$ cat src/rtl/imem_loader.sv
// -----------------------------------------------------------------------------
// imem_loader
// Writer side of the instruction-memory interface. A load session begins with
// i_start. The loader then reads a byte stream over a valid/ready handshake:
// first a header byte N (the word count), then N big-endian 16-bit words. The
// words are written to consecutive instruction-memory addresses starting at 0.
// The CPU is held in reset while a session is in progress.
//
// Ports:
//   i_clk        system clock, rising edge
//   i_rst_n      asynchronous active-low reset
//   i_start      begin a load session (sampled only in IDLE or DONE)
//   i_in_data    stream byte
//   i_in_valid   i_in_data is valid
//   o_in_ready   loader accepts i_in_data this cycle
//   o_mem_we     instruction-memory write enable, single-cycle pulse
//   o_mem_addr   write address; holds the last address used
//   o_mem_wdata  write data; holds the last written value
//   o_busy       session in progress (HDR, HI, LO, WRITE)
//   o_cpu_hold   CPU reset hold, identical to o_busy
//   o_done       session finished; sticky until the next accepted start
//   o_err        header rejected; sticky until the next accepted start
// -----------------------------------------------------------------------------
module imem_loader #(
  parameter int ADDR_W = 4
) (
  input  logic              i_clk,
  input  logic              i_rst_n,
  input  logic              i_start,
  input  logic [7:0]        i_in_data,
  input  logic              i_in_valid,
  output logic              o_in_ready,
  output logic              o_mem_we,
  output logic [ADDR_W-1:0] o_mem_addr,
  output logic [15:0]       o_mem_wdata,
  output logic              o_busy,
  output logic              o_cpu_hold,
  output logic              o_done,
  output logic              o_err
);

  localparam logic [8:0] DEPTH = 9'(1 << ADDR_W);

  typedef enum logic [2:0] {
    S_IDLE,
    S_HDR,
    S_HI,
    S_LO,
    S_WRITE,
    S_DONE
  } state_t;

  state_t              r_state;
  state_t              w_state_next;

  logic                r_in_ready;
  logic                r_mem_we;
  logic                r_busy;
  logic                r_done;
  logic                r_err;
  logic [7:0]          r_hi;
  logic [ADDR_W-1:0]   r_addr;
  logic [ADDR_W:0]     r_remaining;
  logic [ADDR_W-1:0]   r_mem_addr;
  logic [15:0]         r_mem_wdata;

  logic                w_xfer;
  logic                w_hdr_bad;
  logic                w_last;
  logic                w_start_ok;

  // r_in_ready is always equal to "state is HDR/HI/LO", so the handshake only
  // depends on state and never on i_in_valid.
  assign w_xfer     = r_in_ready & i_in_valid;
  assign w_hdr_bad  = (i_in_data == 8'd0) || ({1'b0, i_in_data} > DEPTH);
  assign w_last     = (r_remaining == (ADDR_W+1)'(1));
  assign w_start_ok = i_start && (r_state == S_IDLE || r_state == S_DONE);

  always_ff @(posedge i_clk or negedge i_rst_n) begin
    if (!i_rst_n) begin
      r_state <= S_IDLE;
    end else begin
      r_state <= w_state_next;
    end
  end

  always_comb begin
    w_state_next = r_state;
    case (r_state)
      S_IDLE:  if (i_start) w_state_next = S_HDR;
      S_HDR:   if (w_xfer) w_state_next = w_hdr_bad ? S_DONE : S_HI;
      S_HI:    if (w_xfer) w_state_next = S_LO;
      S_LO:    if (w_xfer) w_state_next = S_WRITE;
      S_WRITE: w_state_next = w_last ? S_DONE : S_HI;
      S_DONE:  if (i_start) w_state_next = S_HDR;
      default: w_state_next = S_IDLE;
    endcase
  end

  always_ff @(posedge i_clk or negedge i_rst_n) begin
    if (!i_rst_n) begin
      r_in_ready  <= 1'b0;
      r_mem_we    <= 1'b0;
      r_busy      <= 1'b0;
      r_done      <= 1'b0;
      r_err       <= 1'b0;
      r_hi        <= 8'd0;
      r_addr      <= '0;
      r_remaining <= '0;
      r_mem_addr  <= '0;
      r_mem_wdata <= 16'd0;
    end else begin
      // Handshake and status flags are registered decodes of the next state.
      r_in_ready <= (w_state_next == S_HDR) || (w_state_next == S_HI) ||
                    (w_state_next == S_LO);
      r_mem_we   <= (w_state_next == S_WRITE);
      r_busy     <= (w_state_next == S_HDR) || (w_state_next == S_HI) ||
                    (w_state_next == S_LO)  || (w_state_next == S_WRITE);

      if (w_start_ok) begin
        r_done <= 1'b0;
        r_err  <= 1'b0;
      end

      case (r_state)
        S_HDR: begin
          if (w_xfer) begin
            if (w_hdr_bad) begin
              r_err  <= 1'b1;
              r_done <= 1'b1;
            end else begin
              r_remaining <= i_in_data[ADDR_W:0];
              r_addr      <= '0;
            end
          end
        end
        S_HI: begin
          if (w_xfer) r_hi <= i_in_data;
        end
        S_LO: begin
          // Output registers load here so they are valid during WRITE and
          // keep the last written address/data afterwards.
          if (w_xfer) begin
            r_mem_wdata <= {r_hi, i_in_data};
            r_mem_addr  <= r_addr;
          end
        end
        S_WRITE: begin
          // r_addr may roll over after the final word; it is never used then.
          r_addr      <= r_addr + ADDR_W'(1);
          r_remaining <= r_remaining - (ADDR_W+1)'(1);
          if (w_last) r_done <= 1'b1;
        end
        default: ;
      endcase
    end
  end

  assign o_in_ready  = r_in_ready;
  assign o_mem_we    = r_mem_we;
  assign o_mem_addr  = r_mem_addr;
  assign o_mem_wdata = r_mem_wdata;
  assign o_busy      = r_busy;
  assign o_cpu_hold  = r_busy;
  assign o_done      = r_done;
  assign o_err       = r_err;

endmodule

$ cat config.mk
export PLATFORM = sky130hd
export DESIGN_NAME = imem_loader
export DESIGN_NICKNAME = d
export VERILOG_FILES = /design/src/rtl/imem_loader.sv
export SDC_FILE = /design/constraint.sdc
export NUM_CORES = 1
export LEC_CHECK = 0
export BUFFER_PORTS_ARGS = -buffer_cell sky130_fd_sc_hd__buf_2
export CORE_ASPECT_RATIO = 0.7
export CORE_MARGIN = 3
export CORE_UTILIZATION = 57
export CTS_BUF_LIST = sky130_fd_sc_hd__clkbuf_2 sky130_fd_sc_hd__clkbuf_4 sky130_fd_sc_hd__clkbuf_8
export DETAILED_ROUTE_END_ITERATION = 12
export HOLD_SLACK_MARGIN = 0.1
export PLACE_DENSITY_LB_ADDON = 0.08
export SYNTH_ARGS = -nofsm -noshare
export SYNTH_HDL_FRONTEND = slang
export SYNTH_SLANG_ARGS = --single-unit
$ cat constraint.sdc
create_clock -name i_clk -period 1.95 [get_ports i_clk]
set_input_delay 0.39 -clock i_clk [delete_from_list [all_inputs] [get_ports i_clk]]
set_output_delay 0.39 -clock i_clk [all_outputs]
set_load 0.03 [all_outputs]
==> reports/qor.txt, run 1 <==
Vias: 1,484
Worst Path Buf+Inv: 1
sequential area share after synthesis: 56.2%
final hold violations: 0
pwr dens: 1660 nW/um^2
Root Buffer: clkbuf_8
Lkg Pwr: 1.12 nW
Num CTS Buffers: 5
setup violators final: 0
final worst slack: 266 ps
Clock transition at path regs: 80 ps
actual slew at the worst max-slew pin: 701 ps
Clock Sinks: 45
ys async rst share: 100%
worst path cell trace: nand3_1 > nor2_1 > buf_4 > mux2_2
Initial Utilization: 61.6%
unrepaired setup endpoints after global routing: no
clock group share of total power: 14.7%
R2R Setup Slk: 270 ps
skew final: 3.37 ps
global-route wire length before repair: 7.13 mm
H-Tree Depth: 2
post-CTS setup buffers: 0
CP startpoint: r_state[1]$_DFF_PN0_
Synth top area share: 56.2%
Critical path destination: o_mem_wdata[5]$_DFFE_PN0P_
status: completed
P_int: 2.31 mW
Inst Count DP: 250
Max IR drop VDD: 0.886 mV
Mapped Cells: 165
crit path max fanout: 14
Reg power frac: 42.4%
Synth top cells by count: dfrtp_1, mux2_2, nand2_1
post-route ant nets: 0
main flop type after synthesis: dfrtp_1
setup_tns: 0 ps
WL/cell: 15.8 um
fin crit share: 86.3%
Non-Filler Instances: 258
routability cong.: 0.930
# port buffers: 37
largest net degree at the start of global routing: 33
Net Count, Synth: 180
fmax: 594 MHz
number of max-cap violations: 0
kind of critical path: register to register
share of layout cells above drive strength 1: 40.8%
CP Data Required Time: 2130 ps
final design instance area without fill: 2360 sq um
WP depth: 4
Die X: 76.9 um
Core Area: 3250 sq um
IO Pins: 38
# fillers: 251
mean post-synth cell area: 12.1 sq um
hpwl dp: 3.04 mm
Area contributors post-synth: dfrtp_1, mux2_2, nand2_1
CP endpoint kind: register
Post-synth EDFFs: 0
TritonCTS clock tree: yes
Starting DRT DRC Count: 74
Skew-Pair Late Insertion Delay: 290 ps
launching point of the worst reg2reg path: r_state[1]$_DFF_PN0_
warnings from Yosys: 0
Post-Syn Area: 2000 sq um
FF+latch count, synth: 45
Critical Path Start Type: register
delay-heaviest family, CP: flip-flops
Total Nets Final: 225
P&R area growth vs syn: 18.0%
total gr overflow: 0
die footprint: 4270 sq um
gr usage total: 21.2%
antenna cell count: 0
initial antenna violation count: 0
Switch Pwr: 1.62 mW
DRC viols: 0
combinational fraction of design power: 42.9%
RR Endpoint: o_mem_wdata[5]$_DFFE_PN0P_
CTS Buffer Depth: 2
HP Class: primary input to async pin
Rel. slew slack: 53.3%
num rows: 17
Final Max Slew Viols: 0
slowest CP cell: dfrtp_2
number of global-route vias before repair: 1,499
die extent in y: 55.6 um
min Tclk post-route: 1680 ps
Pre-antenna DRT Iters: 4
R2R cell count: 4
Yosys cell types: 36
Setup Slack @ Placement: 27.1 ps
total wire length: 4.07 mm
CP arrival: 1860 ps
count leader, synth: dfrtp_1
Sw Ratio: 41.2%
DP Area: 2270 sq um
max incr delay on CP: 520 ps
vias per inst: 5.75
Synth area leader: dfrtp_1
==> layout by cell type (no fill, tap or decap), drive strengths merged, types with 2 or more instances in the layout <==
master | synthesis | routed
nand2b | 2 | 2
and3 | 2 | 2
nand2 | 18 | 18
o21ai | 7 | 7
a211oi | 3 | 3
a21o | 2 | 2
mux2i | 2 | 2
buf | 6 | 45
clkbuf | 1 | 7
dfrtp | 45 | 45
mux2 | 29 | 29
a21oi | 4 | 4
or3 | 2 | 2
nor4 | 2 | 2
inv | 4 | 4
nor2 | 6 | 6
nor3 | 7 | 7
nand3 | 5 | 5
ha | 3 | 3
==> layout make-up <==
class                           instances  area [sq um]  area share, %
Sequential cell                        45          1130           47.7
Multi-Input combinational cell        109           826           34.9
Timing Repair Buffer                   45           245           10.4
Clock buffer                            7          83.8           3.55
Tap cell                               47          58.8           2.49
Inverter                                4          15.0          0.635
Clock inverter                          1          7.51          0.318
==> timing repair <==
action | CTS | global route
hold endpoints to repair | 0 | 0
hold buffers | 0 | 0
setup endpoints to repair | 0 | 20
gates resized for setup | 0 | 1
==> worst reg2reg max path, stage by stage (launching register included) <==
cell and delay (ps):
dfrtp_2 520, nand3_1 190, nor2_1 260, buf_4 250, mux2_2 360
==> per-layer routing <==
metal / share of wire (%) / global-route usage [%] / routed length (um) / up-vias
li1: - / - / - / 686
met1: 45 / 31.2 / 1850 / 733
met2: 46 / 31.1 / 1880 / 61
met3: 7.5 / 4.69 / 305 / 4
met4: 0.74 / 7.49 / 30 / 0
met5: 0 / 0 / 0 / -
==> through the flow <==
stage / hold slack (ps) / power, mW / util [%]
3_5_place_dp: 467 / 3.36 / 69.8
3_3_place_gp: 461 / 3.28 / 69.8
2_1_floorplan: 94.4 / 2.84 / -
6_report: 142 / 3.92 / 72.6
4_1_cts: 160 / 3.94 / 72.6
5_1_grt: 191 / 4.19 / 72.6
==> power groups by stage <==
stage	Clock [mW]	Combinational [mW]	Sequential (mW)
3_5_place_dp	0	1.69	1.67
6_report	0.575	1.68	1.66
3_3_place_gp	0	1.64	1.64
2_1_floorplan	0	0.749	2.09
4_1_cts	0.593	1.69	1.66
5_1_grt	0.638	1.82	1.73
==> cell families (layout without fill, tap and decap cells) <==
logic type / Yosys count / count (layout) / synth area share (%)
compound gates: 24 / 24 / 8.37
xor+xnor: 1 / 1 / 0.437
fa+ha+maj: 3 / 3 / 1.87
buf+inv: 11 / 57 / 2.56
flops: 45 / 45 / 56.2
mux: 31 / 31 / 17.3
simple gates: 50 / 50 / 13.2
==> sequential cells by signal, summed over array words and instances (netlist names) <==
register and flops:
o_mem_wdata 16, r_hi 8, o_mem_we 1, o_mem_addr 4, o_busy 1, o_in_ready 1, r_state 3, r_addr 4
o_done 1, r_remaining 5, o_err 1
==> worst min path at each step <==
stage,from,end,cells after the start
after detailed placement,o_done$_DFF_PN0_,o_done$_DFF_PN0_,1
after global placement,i_rst_n,o_mem_addr[2]$_DFFE_PN0P_,1
after global routing,i_rst_n,o_mem_wdata[12]$_DFFE_PN0P_,1
final,i_rst_n,o_mem_addr[1]$_DFFE_PN0P_,1
after floorplan,i_rst_n,o_busy$_DFF_PN0_,0
after CTS,i_rst_n,o_mem_wdata[12]$_DFFE_PN0P_,1
Power figures use the tool's default switching activity.
==> run 2: changes to the inputs <==
--- a/config.mk
+++ b/config.mk
@@ -5,7 +5,7 @@
 export SDC_FILE = /design/constraint.sdc
 export NUM_CORES = 1
 export LEC_CHECK = 0
-export BUFFER_PORTS_ARGS = -buffer_cell sky130_fd_sc_hd__buf_2
+export BUFFER_PORTS_ARGS = -buffer_cell sky130_fd_sc_hd__buf_4
 export CORE_ASPECT_RATIO = 0.7
 export CORE_MARGIN = 3
 export CORE_UTILIZATION = 57
==> run 2 against run 1 <==
  * Flip-flop and latch count unchanged
  * Fmax down 4.5%
  * Core utilization up 2.8 points
  * Combinational power up 8%
  * Wire length down 1.8%
  * Clock power up 1%
  * Register-to-register slack worse by 80 ps
  * Clock skew up 4.2 ps
==> reports/qor.txt, run 2 (same netlist as run 1, synthesis figures left out) <==
status: completed
Reg power frac: 41.0% (-1.4 points)
CTS Buffer Depth: 2 (unchanged)
setup_tns: 0 ps (unchanged)
hpwl dp: 2.92 mm (-4.0%)
die footprint: 4270 sq um (unchanged)
max reg flops: 16 (unchanged)
Pwr Total: 4.08 mW (+4.0%)
num rows: 17 (unchanged)
DRC viols: 0 (unchanged)
antenna cell count: 0 (unchanged)
TritonCTS clock tree: yes
Critical Path Start Type: register
Non-Filler Instances: 255 (-1.2%)
Starting DRT DRC Count: 120 (+62%)
CP Data Required Time: 2130 ps (about the same)
number of max-cap violations: 0 (unchanged)
gr usage total: 21.3% (+0.066 points)
commonest cells after routing, fill and taps aside: dfrtp_1, buf_4, mux2_2
final hold violations: 0 (unchanged)
routability cong.: 0.894 (-3.9%)
post-route ant nets: 0 (unchanged)
Inst Count DP: 247 (-1.2%)
share of layout cells above drive strength 1: 38.9% (-1.8 points)
H-Tree Depth: 2 (unchanged)
P_int: 2.47 mW (+7.0%)
HP Class: primary input to register
total wire length: 3.99 mm (-1.8%)
P&R area growth vs syn: 22.5%
vias per inst: 5.59 (-2.8%)
launching point of the worst reg2reg path: r_state[1]$_DFF_PN0_
Root Buffer: clkbuf_8
Hold Crit Start: i_in_data[7]
commonest non-fill, non-tap cell in the layout: dfrtp_1
combinational fraction of design power: 44.7% (+1.8 points)
skew final: 7.55 ps (+4.18 ps)
cts repair resizes: 0 (unchanged)
Util after Layout: 75.4% (+2.8 points)
Rel. slew slack: 63.9% (+11 points)
WL/cell: 15.7 um (-0.67%)
pwr dens: 1660 nW/um^2 (+0.17%)
fmax: 567 MHz (-4.5%)
IO Pins: 38 (unchanged)
Max IR drop VDD: 1.06 mV (+20%)
CP endpoint kind: register
largest net degree at the start of global routing: 46 (+39%)
Lkg Pwr: 1.14 nW (+1.8%)
Total Nets Final: 223 (-0.89%)
unrepaired setup endpoints after global routing: no
Clock transition at path regs: 80 ps (about the same)
Skew-Pair Late Insertion Delay: 300 ps (about the same)
number of global-route vias before repair: 1,526 (+1.8%)
worst hold slack: 359 ps (+217 ps)
Die X: 76.9 um (unchanged)
Switch Pwr: 1.61 mW (-0.30%)
kind of critical path: register to register
initial antenna violation count: 0 (unchanged)
setup violators final: 0 (unchanged)
clock group share of total power: 14.3% (-0.4 points)
Vias: 1,426 (-3.9%)
CP arrival: 1940 ps (+80 ps)
Clock Sinks: 45 (unchanged)
global-route wire length before repair: 7.19 mm (+0.77%)
Num CTS Buffers: 5 (unchanged)
Core Area: 3250 sq um (unchanged)
min Tclk post-route: 1760 ps (+78.8 ps)
Final Max Slew Viols: 0 (unchanged)
Initial Utilization: 61.6% (unchanged)
fin crit share: 90.4% (+4.0 points)
actual slew at the worst max-slew pin: 541 ps (-159 ps)
CP startpoint: r_state[1]$_DFF_PN0_
crit path max fanout: 21 (+7)
# port buffers: 37 (unchanged)
total gr overflow: 0 (unchanged)
Sw Ratio: 39.5% (-1.7 points)
die extent in y: 55.6 um (unchanged)
Pre-antenna DRT Iters: 4 (unchanged)
run 2: stage by stage:
step / setup WS [ps] / cell area, sq um
after global routing: 70.3 / 2450
final: 188 / 2450
after detailed placement: 22.6 / 2350
after floorplan: 323 / 2000
after CTS: 217 / 2450
after global placement: 180 / 2350
run 2: repair_timing:
item / 4_1_cts / 5_1_grt
endpoints found under the hold margin: 7 / 0
hold buffers: 1 / 0
setup buffers: 0 / 0
run 2: metal layers:
layer	wire length (um)	GRT usage, %	vias to the layer above
met2	1850	34.4	51
li1	-	-	682
met4	41	4.91	0
met5	0	0	-
met1	1840	28.1	687
met3	259	7.12	6
run 2: final timing paths:
path / to / slack, ps / cells after the start
min: r_hi[7]$_DFFE_PN0P_ / 360 / 2
max: o_mem_addr[2]$_DFFE_PN0P_ / 190 / 4
max reg2reg: o_mem_addr[2]$_DFFE_PN0P_ / 190 / 4
max in group asynchronous: r_remaining[2]$_DFFE_PN0P_ / 950 / 2
min in group asynchronous: o_mem_addr[1]$_DFFE_PN0P_ / 630 / 2
min reg2reg: o_done$_DFF_PN0_ / 500 / 1
run 2: critical path, stage by stage, from the launching register on:
cell and delay (ps):
dfrtp_1 630, nand3_1 230, nor2_1 230, buf_12 200, mux2_2 350
run 2: power groups by stage:
stage / registers, mW / clock network [mW] / logic (mW)
5_1_grt: 1.74 / 0.653 / 1.96
6_report: 1.67 / 0.582 / 1.82
3_5_place_dp: 1.69 / 0 / 1.83
4_1_cts: 1.67 / 0.598 / 1.84
2_1_floorplan: 2.09 / 0 / 0.749
3_3_place_gp: 1.66 / 0 / 1.79
run 2: cell type report:
class	count	area (sq um)
sequential	45	1130
fill	230	801
clock buffer	7	90.1
timing repair buffer	43	338
inverter	4	15.0
tap	47	58.8
multi-input combinational	109	826
